[config.mk]
export PLATFORM = sky130hd
export DESIGN_NAME = fetch_pc_gen_flat
export DESIGN_NICKNAME = d
export VERILOG_FILES = /design/src/rtl/fetch_pc_gen_pkg.sv /design/src/rtl/fetch_pc_gen_if.sv /design/src/rtl/fetch_pc_gen_btb_mem.sv /design/src/rtl/fetch_pc_gen.sv /design/src/flat_wrapper.sv
export SDC_FILE = /design/constraint.sdc
export NUM_CORES = 2
export LEC_CHECK = 0
export BUFFER_PORTS_ARGS = -buffer_cell sky130_fd_sc_hd__buf_4
export CAP_MARGIN = 20
export CORE_AREA = 2 2 828 747
export CTS_CLUSTER_SIZE = 28
export DETAILED_ROUTE_END_ITERATION = 8
export DIE_AREA = 0 0 830 749
export PLACE_DENSITY = 0.48
export SLEW_MARGIN = 40
export SYNTH_ARGS = -nofsm -noshare
export SYNTH_HDL_FRONTEND = slang
export SYNTH_HIERARCHICAL = 1
export SYNTH_SLANG_ARGS = --single-unit
[constraint.sdc]
create_clock -name i_clk -period 12.72 [get_ports i_clk]
set_clock_uncertainty 0.05 [all_clocks]
set_input_delay 1.908 -clock i_clk [delete_from_list [all_inputs] [get_ports i_clk]]
set_output_delay 1.908 -clock i_clk [all_outputs]
set_load 0.01 [all_outputs]
[src/rtl/fetch_pc_gen_pkg.sv]
// Shared fetch-stage types and address-field helpers for the next-PC generator
// and its branch target buffer.
package fetch_pkg;

  localparam int ADDR_WIDTH    = 64;
  localparam int BTB_SET_COUNT = 32;
  localparam int INDEX_WIDTH   = 5;
  localparam int TAG_WIDTH     = ADDR_WIDTH - INDEX_WIDTH - 2;
  localparam logic [ADDR_WIDTH-1:0] RESET_PC = 64'h0000_0000_0000_0000;

  // Targets drop the two always-zero low bits of a word-aligned address.
  typedef struct packed {
    logic                  valid;
    logic [TAG_WIDTH-1:0]  tag;
    logic [ADDR_WIDTH-3:0] target;
  } btb_entry_t;

  function automatic logic [INDEX_WIDTH-1:0] pc_index(input logic [ADDR_WIDTH-1:0] pc);
    return pc[INDEX_WIDTH+1:2];
  endfunction

  function automatic logic [TAG_WIDTH-1:0] pc_tag(input logic [ADDR_WIDTH-1:0] pc);
    return pc[ADDR_WIDTH-1:INDEX_WIDTH+2];
  endfunction

endpackage

[src/rtl/fetch_pc_gen_if.sv]
// Fetch-stage bundle: exec redirect/BTB-update traffic, BHT hookup and
// the prediction outputs. The master side is the environment, the slave side the PC generator.
interface fetch_pc_gen_if;
  import fetch_pkg::*;

  logic                   i_stall_fetch;
  logic                   i_redirect;
  logic [ADDR_WIDTH-1:0]  i_redirect_pc;
  logic                   i_btb_update;
  logic [ADDR_WIDTH-1:0]  i_btb_update_pc;
  logic [ADDR_WIDTH-1:0]  i_btb_update_target;
  logic                   i_bht_pred_taken;
  logic [ADDR_WIDTH-1:0]  o_pc_fetch;
  logic [ADDR_WIDTH-1:0]  o_pc_plus4;
  logic [INDEX_WIDTH-1:0] o_bht_set_index;
  logic                   o_pred_taken;
  logic [ADDR_WIDTH-1:0]  o_pred_target;

  modport master (
    output i_stall_fetch, i_redirect, i_redirect_pc, i_btb_update,
           i_btb_update_pc, i_btb_update_target, i_bht_pred_taken,
    input  o_pc_fetch, o_pc_plus4, o_bht_set_index, o_pred_taken, o_pred_target
  );

  modport slave (
    input  i_stall_fetch, i_redirect, i_redirect_pc, i_btb_update,
           i_btb_update_pc, i_btb_update_target, i_bht_pred_taken,
    output o_pc_fetch, o_pc_plus4, o_bht_set_index, o_pred_taken, o_pred_target
  );

endinterface

[src/rtl/fetch_pc_gen_btb_mem.sv]
// Direct-mapped branch target buffer: combinational lookup, gated synchronous write.
// Only the valid bits are reset; tag and target storage is left uninitialised.
module btb_mem
  import fetch_pkg::*;
(
  input  logic                  i_clk,
  input  logic                  i_arst_n,
  input  logic [ADDR_WIDTH-1:0] lookup_pc,
  input  logic                  wr_en,
  input  logic [ADDR_WIDTH-1:0] wr_pc,
  input  logic [ADDR_WIDTH-1:0] wr_target,
  output logic                  hit,
  output logic [ADDR_WIDTH-1:0] hit_target
);

  logic [BTB_SET_COUNT-1:0] valid_q;
  logic [TAG_WIDTH-1:0]     tag_q    [BTB_SET_COUNT];
  logic [ADDR_WIDTH-3:0]    target_q [BTB_SET_COUNT];
  btb_entry_t               rd_entry;
  btb_entry_t               wr_entry;
  logic                     unused_low_bits;

  // Low address bits are implied zero for 4-byte instructions.
  assign unused_low_bits = ^{lookup_pc[1:0], wr_pc[1:0], wr_target[1:0]};

  always_comb begin
    wr_entry        = '0;
    wr_entry.valid  = 1'b1;
    wr_entry.tag    = pc_tag(wr_pc);
    wr_entry.target = wr_target[ADDR_WIDTH-1:2];
  end

  always_ff @(posedge i_clk or negedge i_arst_n) begin
    if (!i_arst_n) begin
      valid_q <= '0;
    end else if (wr_en) begin
      valid_q[pc_index(wr_pc)] <= wr_entry.valid;
    end
  end

  always_ff @(posedge i_clk) begin
    if (wr_en && i_arst_n) begin
      tag_q[pc_index(wr_pc)]    <= wr_entry.tag;
      target_q[pc_index(wr_pc)] <= wr_entry.target;
    end
  end

  // Reads see pre-write contents; a same-cycle write shows up next cycle.
  always_comb begin
    rd_entry        = '0;
    rd_entry.valid  = valid_q[pc_index(lookup_pc)];
    rd_entry.tag    = tag_q[pc_index(lookup_pc)];
    rd_entry.target = target_q[pc_index(lookup_pc)];
    hit             = rd_entry.valid && (rd_entry.tag == pc_tag(lookup_pc));
    hit_target      = {rd_entry.target, 2'b00};
  end

endmodule

[src/rtl/fetch_pc_gen.sv]
// Fetch PC register and next-PC selection: redirect, stall, predicted-taken
// BTB target, or sequential PC+4.
module fetch_pc_gen
  import fetch_pkg::*;
(
  input  logic          i_clk,
  input  logic          i_arst_n,
  fetch_pc_gen_if.slave bus
);

  logic [ADDR_WIDTH-1:0] pc_q;
  logic [ADDR_WIDTH-1:0] pc_next;
  logic [ADDR_WIDTH-1:0] pc_plus4;
  logic [ADDR_WIDTH-1:0] btb_target;
  logic                  btb_hit;
  logic                  btb_wr_en;
  logic                  pred_taken;

  // BTB writes share the stall gate with the BHT update path.
  assign btb_wr_en = bus.i_btb_update && !bus.i_stall_fetch;

  btb_mem u_btb_mem (
    .i_clk      (i_clk),
    .i_arst_n   (i_arst_n),
    .lookup_pc  (pc_q),
    .wr_en      (btb_wr_en),
    .wr_pc      (bus.i_btb_update_pc),
    .wr_target  (bus.i_btb_update_target),
    .hit        (btb_hit),
    .hit_target (btb_target)
  );

  always_comb begin
    pc_plus4   = pc_q + ADDR_WIDTH'(4);
    pred_taken = btb_hit && bus.i_bht_pred_taken;
    pc_next    = pc_plus4;
    if (bus.i_redirect) begin
      pc_next = bus.i_redirect_pc & ~ADDR_WIDTH'(3);
    end else if (bus.i_stall_fetch) begin
      pc_next = pc_q;
    end else if (pred_taken) begin
      pc_next = btb_target;
    end
  end

  always_ff @(posedge i_clk or negedge i_arst_n) begin
    if (!i_arst_n) begin
      pc_q <= RESET_PC;
    end else begin
      pc_q <= pc_next;
    end
  end

  assign bus.o_pc_fetch      = pc_q;
  assign bus.o_pc_plus4      = pc_plus4;
  assign bus.o_bht_set_index = pc_index(pc_q);
  assign bus.o_pred_taken    = pred_taken;
  assign bus.o_pred_target   = btb_hit ? btb_target : pc_plus4;

endmodule

[src/flat_wrapper.sv]
// flat-port wrapper written by rule: the top's interface ports become plain ports
module fetch_pc_gen_flat import fetch_pkg::*;
  (i_clk, i_arst_n, bus_i_stall_fetch, bus_i_redirect, bus_i_redirect_pc, bus_i_btb_update, bus_i_btb_update_pc, bus_i_btb_update_target, bus_i_bht_pred_taken, bus_o_pc_fetch, bus_o_pc_plus4, bus_o_bht_set_index, bus_o_pred_taken, bus_o_pred_target);
  fetch_pc_gen_if bus_i ();
  input  logic i_clk;
  input  logic i_arst_n;
  input wire logic [$bits(bus_i.i_stall_fetch)-1:0] bus_i_stall_fetch;
  input wire logic [$bits(bus_i.i_redirect)-1:0] bus_i_redirect;
  input wire logic [$bits(bus_i.i_redirect_pc)-1:0] bus_i_redirect_pc;
  input wire logic [$bits(bus_i.i_btb_update)-1:0] bus_i_btb_update;
  input wire logic [$bits(bus_i.i_btb_update_pc)-1:0] bus_i_btb_update_pc;
  input wire logic [$bits(bus_i.i_btb_update_target)-1:0] bus_i_btb_update_target;
  input wire logic [$bits(bus_i.i_bht_pred_taken)-1:0] bus_i_bht_pred_taken;
  output wire logic [$bits(bus_i.o_pc_fetch)-1:0] bus_o_pc_fetch;
  output wire logic [$bits(bus_i.o_pc_plus4)-1:0] bus_o_pc_plus4;
  output wire logic [$bits(bus_i.o_bht_set_index)-1:0] bus_o_bht_set_index;
  output wire logic [$bits(bus_i.o_pred_taken)-1:0] bus_o_pred_taken;
  output wire logic [$bits(bus_i.o_pred_target)-1:0] bus_o_pred_target;
  assign bus_i.i_stall_fetch = bus_i_stall_fetch;
  assign bus_i.i_redirect = bus_i_redirect;
  assign bus_i.i_redirect_pc = bus_i_redirect_pc;
  assign bus_i.i_btb_update = bus_i_btb_update;
  assign bus_i.i_btb_update_pc = bus_i_btb_update_pc;
  assign bus_i.i_btb_update_target = bus_i_btb_update_target;
  assign bus_i.i_bht_pred_taken = bus_i_bht_pred_taken;
  assign bus_o_pc_fetch = bus_i.o_pc_fetch;
  assign bus_o_pc_plus4 = bus_i.o_pc_plus4;
  assign bus_o_bht_set_index = bus_i.o_bht_set_index;
  assign bus_o_pred_taken = bus_i.o_pred_taken;
  assign bus_o_pred_target = bus_i.o_pred_target;
  fetch_pc_gen u_core (.i_clk(i_clk), .i_arst_n(i_arst_n), .bus(bus_i));
endmodule
==> results.md <==
* Outcome: completed
* Crit path DAT at 8130 ps
* Top cell type by total area after synthesis: edfxtp_1
* CTS tree: built
* Fin Setup TNS at 0 ps
* Largest net degree at the start of global routing at 110
* MaxCap Viol Count at 0
* Sequential-to-total area share from yosys stat at 0.7640
* Yosys cell types at 86
* WS Path Type: flip-flop to output pin
* Delay-heaviest family, CP: buffers and inverters
* Chip width at roughly 830 microns
* DR DRC count at 0
* Input/output buffers at a little under 400
* Area of the core at 613100 sq um
* Cell Chain, Critical Path: buf_4 > buf_4 > mux4_2 > mux4_2 > xnor2_1 > nand2_1 > a2111oi_1 > buf_4 > nand4_1 > nor4_4 > buf_4 > buf_4 > mux2_2 > buf_4
* Grt ovf at 0
* Pwr Density at approximately 160 nW/um^2
* Die H at 749 microns
* Combinational power share at 0.104
* Hold Vio Cnt, Final at 0
* Clock period minus worst slack at 10090 ps
* EDFF count, synth at 3808
* Gr usage total at 0.1676
* Setup violations, final at 0
* CP peak stage delay at 800 ps
* Crit start category: flip-flop
* Synth Register Bits at 3904
* Worst hold-check path type: flip-flop to flip-flop
* Initial Util at 0.2492
* Vias post-DR at 78900
* Slew margin rel. at 0.3528
* H-tree level count at 5
* Root buf cell: clkbuf_16
* Setup bufs post-CTS at 0
* Synth async-reset ratio at 0.02459
* Part of the cycle the worst path needs at 0.7929
* Leakage dissipation at 0.05616 uW
* CP most frequent cell: buf_4
* Synthesized cell area at 152800 sq um
* Initial antenna violation count at 94
* Site Rows at 273
* Final Hold Slack at about 420 ps
* Sequential power share at 0.494
* Post-synth top area share at 0.7483
* Worst Tran Pin Value at 963.4 ps
* Vias in the first global route at 79170
* Routed Wire Length at 540300 microns
* Hpwl dp at 322000 microns
* Slowest cell on crit path: dfrtp_4
* Clock power frac at 0.402
* Final Wtd Congestion at 0.8148
* Area growth, synth to finish at 17.98%
* Buf+Inv Stages, Crit Path at 6
* Post-route antenna net violation count at 0
* 1st-pass router iterations at 6
* Gate Count Post-Synth at ~6900
* I/O pin cnt at 396
* Initial DRC Count at 9350
* P_sw at 7064 uW
* CTS resizes at 0
* First-pass GRT wire length at 717500 microns
* Worst VDD drop at approximately 0.00012 V
* Clk slew on worst S/H paths at about 60 ps
* Vias per cell at 4.913
* Most frequent cells in the layout: edfxtp_1 (3808), mux4_2 (1046), buf_4 (575)
* CTS Buffer Depth at 4
* Hold Buf Count CTS at 0
* Die Area at roughly 620000 sq um
* Routed WL per cell at 33.65 microns
* Worst EP required at approximately 11000 ps
* Nets at roughly 7800
* Commonest non-fill, non-tap cell in the layout: edfxtp_1
* RSZ-0062 raised after global routing: false
* Main synth FF type: edfxtp_1
* Clock Sinks at between 3000 and 4000
* Maximum clock rate at 0.09915 GHz
* Int Pwr at about 22000 uW
* Avg Inst Size Synth at 22.17 sq um
* Final Slew Violations at 0
* Num CTS Buffers at 413
* Worst-Skew Late Latency at 1020 ps
* Top cells by area, synth: edfxtp_1 (75%), mux4_2 (15%), dfrtp_1 (1.6%)
* Maximum fanout along the worst path at 37
* CP endpoint kind: output pin
* Syn. warnings at 6
* Switching fraction of total power at 0.2439
* Share of layout cells above drive strength 1 at 0.3105
## worst reg2reg max path, delay by kind of cell (launching register included)
| kind | cells | cell delay (ps) |
|---|---|---|
| AND/OR/NAND/NOR | 5 | 1270 |
| multiplexers | 2 | 1160 |
| XOR/XNOR | 1 | 470 |
| flip-flops | 1 | 800 |
| AO/OA/AOI/OAI | 3 | 770 |
| buffers and inverters | 7 | 3420 |
## path summary, 6_finish.rpt
kind	slack, ps	cells past startpoint	start	to
max	2630	14	u_core/bus.o_pc_fetch[2]	bus_o_pred_target[47]
min	420	1	u_core/u_btb_mem/valid_q[15]	u_core/u_btb_mem/valid_q[15]
max reg2reg	4690	18	u_core/bus.o_pc_fetch[2]	u_core/bus.o_pc_fetch[38]
min reg2reg	420	1	u_core/u_btb_mem/valid_q[15]	u_core/u_btb_mem/valid_q[15]
max in group asynchronous	10300	2	i_arst_n	u_core/bus.o_pc_fetch[37]
min in group asynchronous	860	1	i_arst_n	u_core/u_btb_mem/valid_q[27]
## flip-flops by register name (all words and copies together), names as in the netlist
signal                     count
u_core/bus.o_pc_fetch         64
u_core/u_btb_mem/tag_q      1824
u_core/u_btb_mem/target_q   1984
u_core/u_btb_mem/valid_q      32
## routing by layer
metal	global-route usage	routed length, microns	vias to the layer above
li1	-	-	30630
met1	0.2210	222400	44180
met2	0.2801	261200	3299
met3	0.03312	38100	742
met4	0.05027	18360	44
met5	0	289	-
## power by group through the flow
stage | Sequential [uW] | Clock (uW) | Combinational, uW
2_1_floorplan | 14500 | 0 | 1630
3_3_place_gp | 14600 | 0 | 3000
3_5_place_dp | 14600 | 0 | 3040
4_1_cts | 14300 | 11900 | 3050
5_1_grt | 14300 | 12300 | 3140
6_report | 14300 | 11600 | 3010
## Yosys cell counts (all sizes together), types with 4 or more instances
master and n:
o21ai 46, o221ai 21, nand3b 57, o211ai 4
nand4 35, or3b 7, o2111ai 6, a211o 5
or2 11, dfrtp 96, mux2i 169, a22o 19
a211oi 13, nand3 47, a21o 4, and2 12
a2111oi 6, and3 19, inv 16, xnor2 70
mux2 89, or4 4, nor2b 15, nand2 331
mux4 1049, a21oi 88, nor4 16, and4 6
a221oi 19, edfxtp 3808, o21a 4, xor2 39
or3 8, nor3 32, a32oi 11, a22oi 33
buf 203, nand2b 9, clkbuf 188, a31oi 10
nor2 109, o22ai 47, a221o 51, o21bai 32
## metrics by stage
| step | utilization | instance area, sq um | instances | total power [uW] | setup WS [ps] |
|---|---|---|---|---|---|
| after CTS | 0.2938 | 180200 | 16030 | 29230 | 2541 |
| after global placement | 0.2716 | 166500 | 15260 | 17580 | 3213 |
| final | 0.2940 | 180300 | 16060 | 28960 | 2634 |
| after detailed placement | 0.2728 | 167300 | 15280 | 17630 | 3648 |
| after global routing | 0.2939 | 180200 | 16040 | 29800 | 2400 |
| after floorplan | - | 152800 | 6893 | 16160 | 3342 |
## final cells by class
cell class,count,area [sq um]
Clock buffer,515,10840
Clock inverter,234,2041
Tap cell,8112,10150
Fill cell,59270,432800
Antenna cell,25,62.56
Sequential cell,3904,116800
Timing Repair Buffer,671,5928
Multi-Input combinational cell,2581,34400
Inverter,17,80.08
## cell families after synthesis
| kind of cell | Yosys count | synth area share |
|---|---|---|
| flops | 3904 | 0.7640 |
| mux | 1307 | 0.1723 |
| simple gates | 723 | 0.02329 |
| compound gates | 439 | 0.02074 |
| buf+inv | 408 | 0.01322 |
| xor+xnor | 109 | 0.006297 |
| fa+ha+maj | 1 | 0.00008187 |
| other cells | 1 | 0.00002454 |
No activity file was read; power rests on OpenSTA's default activity.
